<file path="src/rtl/seg7_message_scanner.sv">
// Self-scanning seven-segment message driver for the traffic-light controller.
// Multiplexes one of three 8-character messages across NUM_DIGITS common-anode digits.
module seg7_message_scanner #(
  parameter int NUM_DIGITS    = 8,
  parameter int REFRESH_DIV   = 100_000,
  parameter int SCROLL_FRAMES = 64,
  parameter int BLINK_FRAMES  = 128
) (
  input  logic                  clk,
  input  logic                  reset,
  input  logic [2:0]            Light_NS,
  input  logic [2:0]            Light_EW,
  input  logic                  scroll_en,
  output logic [7:0]            cathode,
  output logic [NUM_DIGITS-1:0] anode,
  output logic [1:0]            msg_id
);

  localparam int PW = (REFRESH_DIV   > 1) ? $clog2(REFRESH_DIV)   : 1;
  localparam int DW = (NUM_DIGITS    > 1) ? $clog2(NUM_DIGITS)    : 1;
  localparam int SW = (SCROLL_FRAMES > 1) ? $clog2(SCROLL_FRAMES) : 1;
  localparam int BW = (BLINK_FRAMES  > 1) ? $clog2(BLINK_FRAMES)  : 1;

  localparam logic [7:0] GL_G     = 8'b0000_1001;
  localparam logic [7:0] GL_O     = 8'b1100_0101;
  localparam logic [7:0] GL_S     = 8'b0100_1001;
  localparam logic [7:0] GL_T     = 8'b1110_0001;
  localparam logic [7:0] GL_P     = 8'b0011_0001;
  localparam logic [7:0] GL_BLANK = 8'hFF;

  typedef enum logic [1:0] {
    MSG_STOP_ALL = 2'd0,
    MSG_NS_GO    = 2'd1,
    MSG_EW_GO    = 2'd2
  } msg_e;

  // Character idx of each message: "STOPSTOP", "GO  STOP", "STOP  GO".
  function automatic logic [7:0] glyph_at(input msg_e msg, input logic [2:0] idx);
    logic [7:0] g;
    g = GL_BLANK;
    case (msg)
      MSG_NS_GO: begin
        case (idx)
          3'd0:    g = GL_G;
          3'd1:    g = GL_O;
          3'd4:    g = GL_S;
          3'd5:    g = GL_T;
          3'd6:    g = GL_O;
          3'd7:    g = GL_P;
          default: g = GL_BLANK;
        endcase
      end
      MSG_EW_GO: begin
        case (idx)
          3'd0:    g = GL_S;
          3'd1:    g = GL_T;
          3'd2:    g = GL_O;
          3'd3:    g = GL_P;
          3'd6:    g = GL_G;
          3'd7:    g = GL_O;
          default: g = GL_BLANK;
        endcase
      end
      default: begin
        case (idx[1:0])
          2'd0:    g = GL_S;
          2'd1:    g = GL_T;
          2'd2:    g = GL_O;
          default: g = GL_P;
        endcase
      end
    endcase
    return g;
  endfunction

  logic [PW-1:0]         r_presc;
  logic [DW-1:0]         r_digit;
  logic [2:0]            r_offset;
  logic [SW-1:0]         r_scroll_cnt;
  logic [BW-1:0]         r_blink_cnt;
  logic                  r_blink_on;
  msg_e                  r_msg;
  logic [7:0]            r_cathode;
  logic [NUM_DIGITS-1:0] r_anode;

  logic                  w_digit_tick;
  logic                  w_frame_tick;
  logic                  w_yellow;
  logic                  w_msg_change;
  logic                  w_show;
  msg_e                  w_msg_dec;
  logic [2:0]            w_char_idx;
  logic [7:0]            w_glyph;
  logic [NUM_DIGITS-1:0] w_anode_sel;

  assign w_digit_tick = (r_presc == PW'(REFRESH_DIV - 1));
  assign w_frame_tick = w_digit_tick && (r_digit == DW'(NUM_DIGITS - 1));
  assign w_yellow     = (Light_NS == 3'b010) || (Light_EW == 3'b010);
  assign w_msg_change = w_frame_tick && (w_msg_dec != r_msg);
  // Dropping the yellow un-blanks on the very next edge, not after the phase register catches up.
  assign w_show       = r_blink_on || !w_yellow;
  assign w_char_idx   = 3'(r_digit) + r_offset;
  assign w_glyph      = glyph_at(r_msg, w_char_idx);

  always_comb begin
    // NOTE: every combinational output gets a default first so no latch can be inferred.
    w_msg_dec = MSG_STOP_ALL;
    if (Light_NS == 3'b001 && Light_EW == 3'b100)
      w_msg_dec = MSG_NS_GO;
    else if (Light_NS == 3'b100 && Light_EW == 3'b001)
      w_msg_dec = MSG_EW_GO;
  end

  always_comb begin
    w_anode_sel = '1;
    for (int i = 0; i < NUM_DIGITS; i++)
      w_anode_sel[i] = (r_digit != DW'(NUM_DIGITS - 1 - i));
  end

  // NOTE: all state uses non-blocking assignments so every register samples pre-edge values.
  always_ff @(posedge clk) begin
    if (reset) begin
      r_presc      <= '0;
      r_digit      <= '0;
      r_offset     <= '0;
      r_scroll_cnt <= '0;
      r_blink_cnt  <= '0;
      r_blink_on   <= 1'b1;
      r_msg        <= MSG_STOP_ALL;
      r_anode      <= '1;
      r_cathode    <= GL_BLANK;
    end else begin
      if (w_digit_tick) begin
        r_presc <= '0;
        r_digit <= w_frame_tick ? '0 : r_digit + DW'(1);
      end else begin
        r_presc <= r_presc + PW'(1);
      end

      if (w_frame_tick)
        r_msg <= w_msg_dec;

      // A message change outranks a coincident scroll step.
      if (!scroll_en || w_msg_change) begin
        r_offset     <= '0;
        r_scroll_cnt <= '0;
      end else if (w_frame_tick) begin
        if (r_scroll_cnt == SW'(SCROLL_FRAMES - 1)) begin
          r_scroll_cnt <= '0;
          r_offset     <= r_offset + 3'd1;
        end else begin
          r_scroll_cnt <= r_scroll_cnt + SW'(1);
        end
      end

      if (!w_yellow || w_msg_change) begin
        r_blink_cnt <= '0;
        r_blink_on  <= 1'b1;
      end else if (w_frame_tick) begin
        if (r_blink_cnt == BW'(BLINK_FRAMES - 1)) begin
          r_blink_cnt <= '0;
          r_blink_on  <= !r_blink_on;
        end else begin
          r_blink_cnt <= r_blink_cnt + BW'(1);
        end
      end

      r_anode   <= w_show ? w_anode_sel : '1;
      r_cathode <= w_show ? w_glyph : GL_BLANK;
    end
  end

  assign anode   = r_anode;
  assign cathode = r_cathode;
  assign msg_id  = r_msg;

endmodule
</file>
<file path="config.mk">
export PLATFORM = sky130hd
export DESIGN_NAME = seg7_message_scanner
export DESIGN_NICKNAME = d
export VERILOG_FILES = /design/src/rtl/seg7_message_scanner.sv
export SDC_FILE = /design/constraint.sdc
export NUM_CORES = 1
export LEC_CHECK = 0
export ABC_CLOCK_PERIOD_IN_PS = 5100
export CORE_ASPECT_RATIO = 2
export CORE_MARGIN = 2
export CORE_UTILIZATION = 30
export DETAILED_ROUTE_END_ITERATION = 10
export MAX_ROUTING_LAYER = met4
export SLEW_MARGIN = 20
export SYNTH_ARGS = -nofsm -noshare
export SYNTH_HDL_FRONTEND = slang
export SYNTH_SLANG_ARGS = --single-unit
</file>
<file path="constraint.sdc">
create_clock -name clk -period 5.1 [get_ports clk]
set_clock_uncertainty 0.1 [all_clocks]
set_input_delay 1.53 -clock clk [delete_from_list [all_inputs] [get_ports clk]]
set_output_delay 1.53 -clock clk [all_outputs]
set_load 0.01 [all_outputs]
</file>
==> results of run 1 <==
layout make-up:
| type | instances | area [um^2] |
|---|---|---|
| fillers | 950 | 5987 |
| multi-input cells | 260 | 1709 |
| flip-flops and latches | 54 | 1081 |
| repair buffers | 26 | 257.7 |
| clock buffers | 6 | 138.9 |
| well taps | 104 | 130.1 |
| inverters | 17 | 63.81 |
| clock inverters | 2 | 16.27 |
through the flow:
stage,area (um^2),std cells
floorplan,2913,345
global placement,3242,461
detailed placement,3242,461
CTS,3397,469
global route,3397,469
finish,3397,469
cells in the final DEF (no fill, tap or decap), types with 2 or more instances in the layout:
master            n
or4_1             8
and4_1            3
nor2_1           35
and3_1            3
inv_1            16
a31oi_1           7
a22oi_1           3
nor2b_1           3
a21o_1            2
a21oi_1          18
nor4bb_1          2
o21ai_0          15
a32oi_1           2
clkdlybuf4s50_1  25
a211oi_1          2
nand3_1          28
or3_1             5
xor2_1           11
o21a_1            2
clkbuf_16         5
xnor2_1           3
nand4b_1          3
a22o_1            2
nor4_1            3
ha_1             19
nand2_1          32
nand4_1          12
or2_2             5
o221ai_1          2
and2_1            3
nand2b_1          2
dfxtp_1          54
mux2i_1           5
how the worst max path moves through the flow:
stage / slack, ns / start / to
detailed placement: 0.99 / Light_EW[2] / r_offset[0]$_SDFFE_PP0P_
floorplan: 1.86 / Light_NS[2] / r_offset[2]$_SDFFE_PP0P_
CTS: 1.30 / Light_EW[2] / r_offset[0]$_SDFFE_PP0P_
global route: 1.09 / Light_EW[2] / r_blink_cnt[6]$_SDFFE_PP0N_
global placement: 1.14 / Light_EW[2] / r_offset[2]$_SDFFE_PP0P_
finish: 1.29 / Light_EW[2] / r_offset[0]$_SDFFE_PP0P_
cells by family (layout without fill, tap and decap cells):
| family | Yosys count | count (layout) | share of synthesized area (%) |
|---|---|---|---|
| compound gates | 63 | 63 | 13.57 |
| xor+xnor | 16 | 16 | 5.799 |
| fa+ha+maj | 20 | 20 | 8.849 |
| buf+inv | 31 | 51 | 4.210 |
| flops | 54 | 54 | 37.11 |
| mux | 5 | 5 | 1.718 |
| other cells | 1 | 1 | 0.1287 |
| simple gates | 155 | 155 | 28.61 |
metal layers:
layer,up-vias,track usage (%),routed length [um]
met5,-,-,0
met4,0,7.656,189
met3,10,1.893,149
met2,37,22.74,3371
met1,1157,14.34,2776
li1,1276,-,-
power groups by stage:
stage | Combinational, uW | Sequential [uW] | Clock (uW)
2_1_floorplan | 16.5 | 439 | 0
3_3_place_gp | 33.6 | 438 | 0
3_5_place_dp | 34.4 | 438 | 0
4_1_cts | 34.6 | 428 | 371
5_1_grt | 37.5 | 429 | 382
6_report | 34.2 | 428 | 358
critical path, delay by kind of cell:
kind            cells  cell delay (ns)
compound gates      2             0.43
simple gates        3             1.47
buf+inv             1             0.50
state kept, by name, summed over array words and instances, names as in the netlist:
register / cells
r_presc: 17
anode: 8
cathode: 7
r_blink_cnt: 7
r_scroll_cnt: 6
r_digit: 3
r_offset: 3
msg_id: 2
r_blink_on: 1
synth_stat cells (all sizes together) (3+ instances only):
master | count | share of area (%)
nor2 | 35 | 4.5
dfxtp | 54 | 37
nand3 | 28 | 4.8
ha | 19 | 8.2
o21ai | 15 | 2.6
and3 | 3 | 0.64
a22oi | 3 | 0.77
a31oi | 7 | 1.5
a21oi | 18 | 3.1
or4 | 9 | 2.4
clkbuf | 9 | 1.2
nand4b | 3 | 0.90
mux2i | 5 | 1.7
or2 | 5 | 1.1
nor2b | 3 | 0.64
or3 | 5 | 1.1
nand4 | 12 | 2.6
xor2 | 11 | 3.3
and4 | 3 | 0.90
inv | 16 | 2.1
and2 | 3 | 0.64
nand2 | 33 | 4.5
buf | 5 | 0.86
nor4 | 4 | 1.4
xnor2 | 3 | 0.90
==> results.tsv, run 1 <==
stage	metric	value	unit
status	outcome	completed	
detailed_routing	drtAntennaViolNets	0	
power_and_ir_drop	clkPwrFrac	43.6	%
synth	synth_seq_cells	54	
die	row_count	50	
synth	async_flop_share	0	%
sta	maxSlewViolCount	0	
clock_network	ctsHoldBuffers	0	
synth	synth_nets	374	
worst_setup_path	ff2ff_setup_slack	2.18	ns
sta	min_period	3.814	ns
layout	drive_gt1_share	4.932	%
worst_setup_path	cp.arrival	3.93	ns
place	gp_congestion	0.7712	
synth	synth-edff-count	0	
worst_setup_path	crit_slowest_cell	or4_1	
power_and_ir_drop	vdd_drop_max	141.4	uV
sta	fin_tns_setup	0	ns
power_and_ir_drop	power_density	241.5	nW/um^2
die	die_w	73.68	um
synth	netlist_instances	345	
clock_network	clkTransAtPathRegs	0.07	ns
detailed_routing	first_pass_iters	4	
sta	tightest_slew	0.8974	ns
clock_network	cts.path.max_buffers	2	
clock_network	cts_tree	yes	
synth	synth_cell_type_count	56	
sta	whs	0.3632	ns
detailed_routing	drc	0	
synth	yosysWarningCount	0	
worst_hold_path	hold_start	r_presc[0]$_SDFF_PP0_	
detailed_routing	vias	2480	
grt	grt_pass1_vias	2285	
worst_setup_path	r2r-end	cathode[7]$_SDFF_PP1_	
clock_network	cts_resized	0	
die	io-pin-count	27	
power_and_ir_drop	p_total	820.5	uW
synth	synth-seq-area-share	37.11	%
place	pre_cts_slack	0.9931	ns
power_and_ir_drop	internal_power	639.5	uW
worst_setup_path	slowest_delay	0.60	ns
synth	syn-cell-area	2913	um^2
layout	num_antenna_cells	0	
power_and_ir_drop	switching_share	22.06	%
die	fp.dieH	143.4	um
sta	fmax	0.2622	GHz
sta	finalSetupViolCount	0	
detailed_routing	routed_wl	6.486	mm
detailed_routing	drt_iter0_drc	135	
sta	slew_headroom	39.96	%
sta	setup_slack	1.286	ns
synth	syn_avg_cell_area	8.443	um^2
die	core_area	9384	um^2
worst_setup_path	path_max_fanout	8	
place	port_buffers	25	
worst_hold_path	hold_end	r_presc[0]$_SDFF_PP0_	
worst_hold_path	hold_class	register to register	
clock_network	clk_latency	0.29	ns
power_and_ir_drop	seqPwrFrac	52.2	%
job	cap_violations	0	
detailed_routing	wl_per_cell	13.83	um
grt	grt_antenna_before_repair	0	
worst_setup_path	critPathKind	primary input to register	
power_and_ir_drop	p_leak	0.001232	uW
worst_setup_path	critPathCaptureType	register	
grt	grt_overflow	0	
clock_network	postCtsSetupBuffers	0	
power_and_ir_drop	pwr-share-comb	4.2	%
worst_setup_path	crit_chain	clkdlybuf4s50_1, nor4bb_1, a21o_1, nand4_1, or4_1, a31oi_1	
synth	synth_ff_type	dfxtp_1	
sta	fin_crit_sh	74.77	%
worst_hold_path	hold_path_depth	1	
grt	grtUsageTotal	13.35	%
clock_network	cts-root-buf	clkbuf_16	
power_and_ir_drop	p_sw	181.0	uW
sta	rsz0062_at_grt	false	
grt	grt_start_max_net_pins	29	
layout	areaGrowthSynthToFinish	16.62	%
grt	grt_pass1_wl	10.69	mm
layout	nets	393	
die	start_util	31.04	%
clock_network	cts_sinks	54	
clock_network	numCtsBuffers	5	
layout	final_core_util	36.20	%
detailed_routing	via_per_inst	5.288	
worst_setup_path	required	5.22	ns
sta	hold_viol	0	
place	dp_hpwl	4.703	mm
clock_network	cts_max_level	2	
die	dieArea	10560	um^2
worst_setup_path	r2r_cells	10	
worst_setup_path	rr_startpoint	r_digit[0]$_SDFFE_PP0N_	
worst_setup_path	cp-start-kind	primary input	
(Power assumes the default switching activity.)
==> run 2, diff against run 1 <==
--- a/config.mk
+++ b/config.mk
@@ -5,7 +5,7 @@
 export SDC_FILE = /design/constraint.sdc
 export NUM_CORES = 1
 export LEC_CHECK = 0
-export ABC_CLOCK_PERIOD_IN_PS = 5100
+export ABC_CLOCK_PERIOD_IN_PS = 3940
 export CORE_ASPECT_RATIO = 2
 export CORE_MARGIN = 2
 export CORE_UTILIZATION = 30
==> constraint.sdc (replaced) <==
create_clock -name clk -period 3.94 [get_ports clk]
set_clock_uncertainty 0.1 [all_clocks]
set_input_delay 1.182 -clock clk [delete_from_list [all_inputs] [get_ports clk]]
set_output_delay 1.182 -clock clk [all_outputs]
set_load 0.01 [all_outputs]
==> results.tsv, run 2 (synthesized netlist as in run 1, its figures left out) <==
stage	metric	value	unit
layout	final_core_util	36.48	%
die	dieArea	10560	um^2
place	gp_congestion	0.8083	
sta	fmax	0.2974	GHz
worst_hold_path	hold_class	register to register	
clock_network	cts_sinks	54	
power_and_ir_drop	vdd_drop_max	162.2	uV
worst_setup_path	path_max_fanout	8	
power_and_ir_drop	p_leak	0.001245	uW
detailed_routing	wl_per_cell	14.11	um
worst_setup_path	r2r_cells	10	
worst_setup_path	crit_chain	clkdlybuf4s50_1, nor4bb_1, a21o_1, nand4_1, or4_1, a31oi_1	
power_and_ir_drop	p_total	1099	uW
power_and_ir_drop	power_density	321.2	nW/um^2
sta	finalSetupViolCount	0	
clock_network	numCtsBuffers	5	
detailed_routing	routed_wl	6.644	mm
clock_network	clk_latency	0.29	ns
layout	top_register	r_presc	
place	pre_cts_slack	0.2809	ns
grt	grt_pass1_vias	2468	
clock_network	cts_max_level	2	
worst_setup_path	r2r-end	cathode[3]$_SDFF_PP1_	
grt	grt_overflow	0	
worst_setup_path	critPathCaptureType	register	
clock_network	postCtsSetupBuffers	0	
detailed_routing	vias	2500	
sta	min_period	3.362	ns
grt	grt_start_max_net_pins	29	
die	die_w	73.68	um
job	cap_violations	0	
clock_network	ctsHoldBuffers	0	
worst_setup_path	crit_slowest_cell	or4_1	
die	start_util	31.04	%
detailed_routing	via_per_inst	5.308	
worst_setup_path	cp.arrival	3.48	ns
worst_setup_path	critPathKind	primary input to register	
clock_network	cts_resized	0	
layout	largest_reg_flops	17	
worst_setup_path	required	4.06	ns
grt	grt_antenna_before_repair	0	
clock_network	cts-root-buf	clkbuf_16	
sta	tightest_slew	0.6234	ns
sta	rsz0062_at_grt	false	
place	port_buffers	25	
worst_setup_path	rr_startpoint	r_digit[0]$_SDFFE_PP0N_	
sta	maxSlewViolCount	0	
clock_network	clkTransAtPathRegs	0.07	ns
detailed_routing	drt_iter0_drc	182	
worst_setup_path	slowest_delay	0.58	ns
status	outcome	completed	
grt	grtUsageTotal	14.10	%
worst_setup_path	cp-start-kind	primary input	
layout	num_antenna_cells	0	
sta	setup_slack	0.5779	ns
sta	slew_headroom	58.12	%
worst_setup_path	crit_end	r_scroll_cnt[4]$_SDFFE_PP0N_	
sta	fin_tns_setup	0	ns
sta	hold_viol	0	
detailed_routing	first_pass_iters	4	
worst_setup_path	ff2ff_setup_slack	1.04	ns
layout	n_fill_cell	966	
die	core_area	9384	um^2
die	fp.dieH	143.4	um
layout	layout_commonest_cell	dfxtp_1	
layout	drive_gt1_share	5.177	%
layout	nets	395	
layout	areaGrowthSynthToFinish	17.53	%
detailed_routing	drtAntennaViolNets	0	
grt	grt_pass1_wl	11.37	mm
die	row_count	50	
detailed_routing	drc	0	
sta	whs	0.3687	ns
layout	layout_common_cells	dfxtp_1 (54), nor2_1 (35), nand2_1 (32), nand3_1 (28), clkdlybuf4s50_1 (25)	
sta	fin_crit_sh	85.33	%
worst_setup_path	cp-startpoint	Light_EW[2]	
clock_network	cts_tree	yes	
clock_network	cts.path.max_buffers	2	
die	io-pin-count	27	
place	dp_hpwl	4.924	mm
run 2: cell count changes in the layout (fill, tap and decap cells not counted):
cell and change:
inv_6 -1, bufinv_16 +1, buf_4 +2, clkbuf_8 -1, clkbuf_1 +1
run 2: layout make-up:
type,instances,area [um^2],area share [%]
well taps,104,130.1,3.801
repair buffers,28,272.8,7.968
inverters,17,63.81,1.864
flip-flops and latches,54,1081,31.58
multi-input cells,260,1709,49.93
clock inverters,2,37.54,1.096
clock buffers,6,128.9,3.765
run 2: worst max-delay path, delay by kind of cell:
kind                   cells  cell delay, ns
AND/OR/NAND/NOR            3            1.38
buffers and inverters      1            0.50
AO/OA/AOI/OAI              2            0.41
run 2: worst min path at each step:
stage | startpoint | endpoint | slack [ns] | depth (start not counted)
2_1_floorplan | r_presc[0]$_SDFF_PP0_ | r_presc[0]$_SDFF_PP0_ | 0.33 | 1
3_3_place_gp | r_presc[0]$_SDFF_PP0_ | r_presc[0]$_SDFF_PP0_ | 0.35 | 1
3_5_place_dp | r_presc[0]$_SDFF_PP0_ | r_presc[0]$_SDFF_PP0_ | 0.36 | 1
4_1_cts | r_presc[0]$_SDFF_PP0_ | r_presc[0]$_SDFF_PP0_ | 0.38 | 1
5_1_grt | r_blink_cnt[1]$_SDFFE_PP0N_ | r_blink_cnt[1]$_SDFFE_PP0N_ | 0.41 | 2
6_report | r_presc[0]$_SDFF_PP0_ | r_presc[0]$_SDFF_PP0_ | 0.37 | 1
run 2: through the flow:
stage               cells  area (um^2)
floorplan             345         2913
global placement      463         3257
detailed placement    463         3257
CTS                   471         3423
global route          471         3423
finish                471         3423
run 2: routing by layer:
layer	routed length (um)	part of all wire, %	global-route usage [%]	up-vias
li1	-	-	-	1274
met1	2651	40	15.08	1184
met3	126	1.9	1.964	10
met5	0	0	-	-
met2	3694	56	24.58	32
met4	172	2.6	7.177	0
run 2: report_power, final:
| group | leakage, uW | internal (uW) | switching, uW |
|---|---|---|---|
| combinational | 0.000730 | 21.8 | 23.7 |
| clock | 0.0000771 | 300 | 199 |
| sequential | 0.000438 | 551 | 3.33 |
==> run 3, diff against run 2 <==
--- a/config.mk
+++ b/config.mk
@@ -6,6 +6,7 @@
 export NUM_CORES = 1
 export LEC_CHECK = 0
 export ABC_CLOCK_PERIOD_IN_PS = 3940
+export CAP_MARGIN = 20
 export CORE_ASPECT_RATIO = 2
 export CORE_MARGIN = 2
 export CORE_UTILIZATION = 30
==> results of run 3 <==
No change in the layout: final DEF, timing and power equal those of run 2.
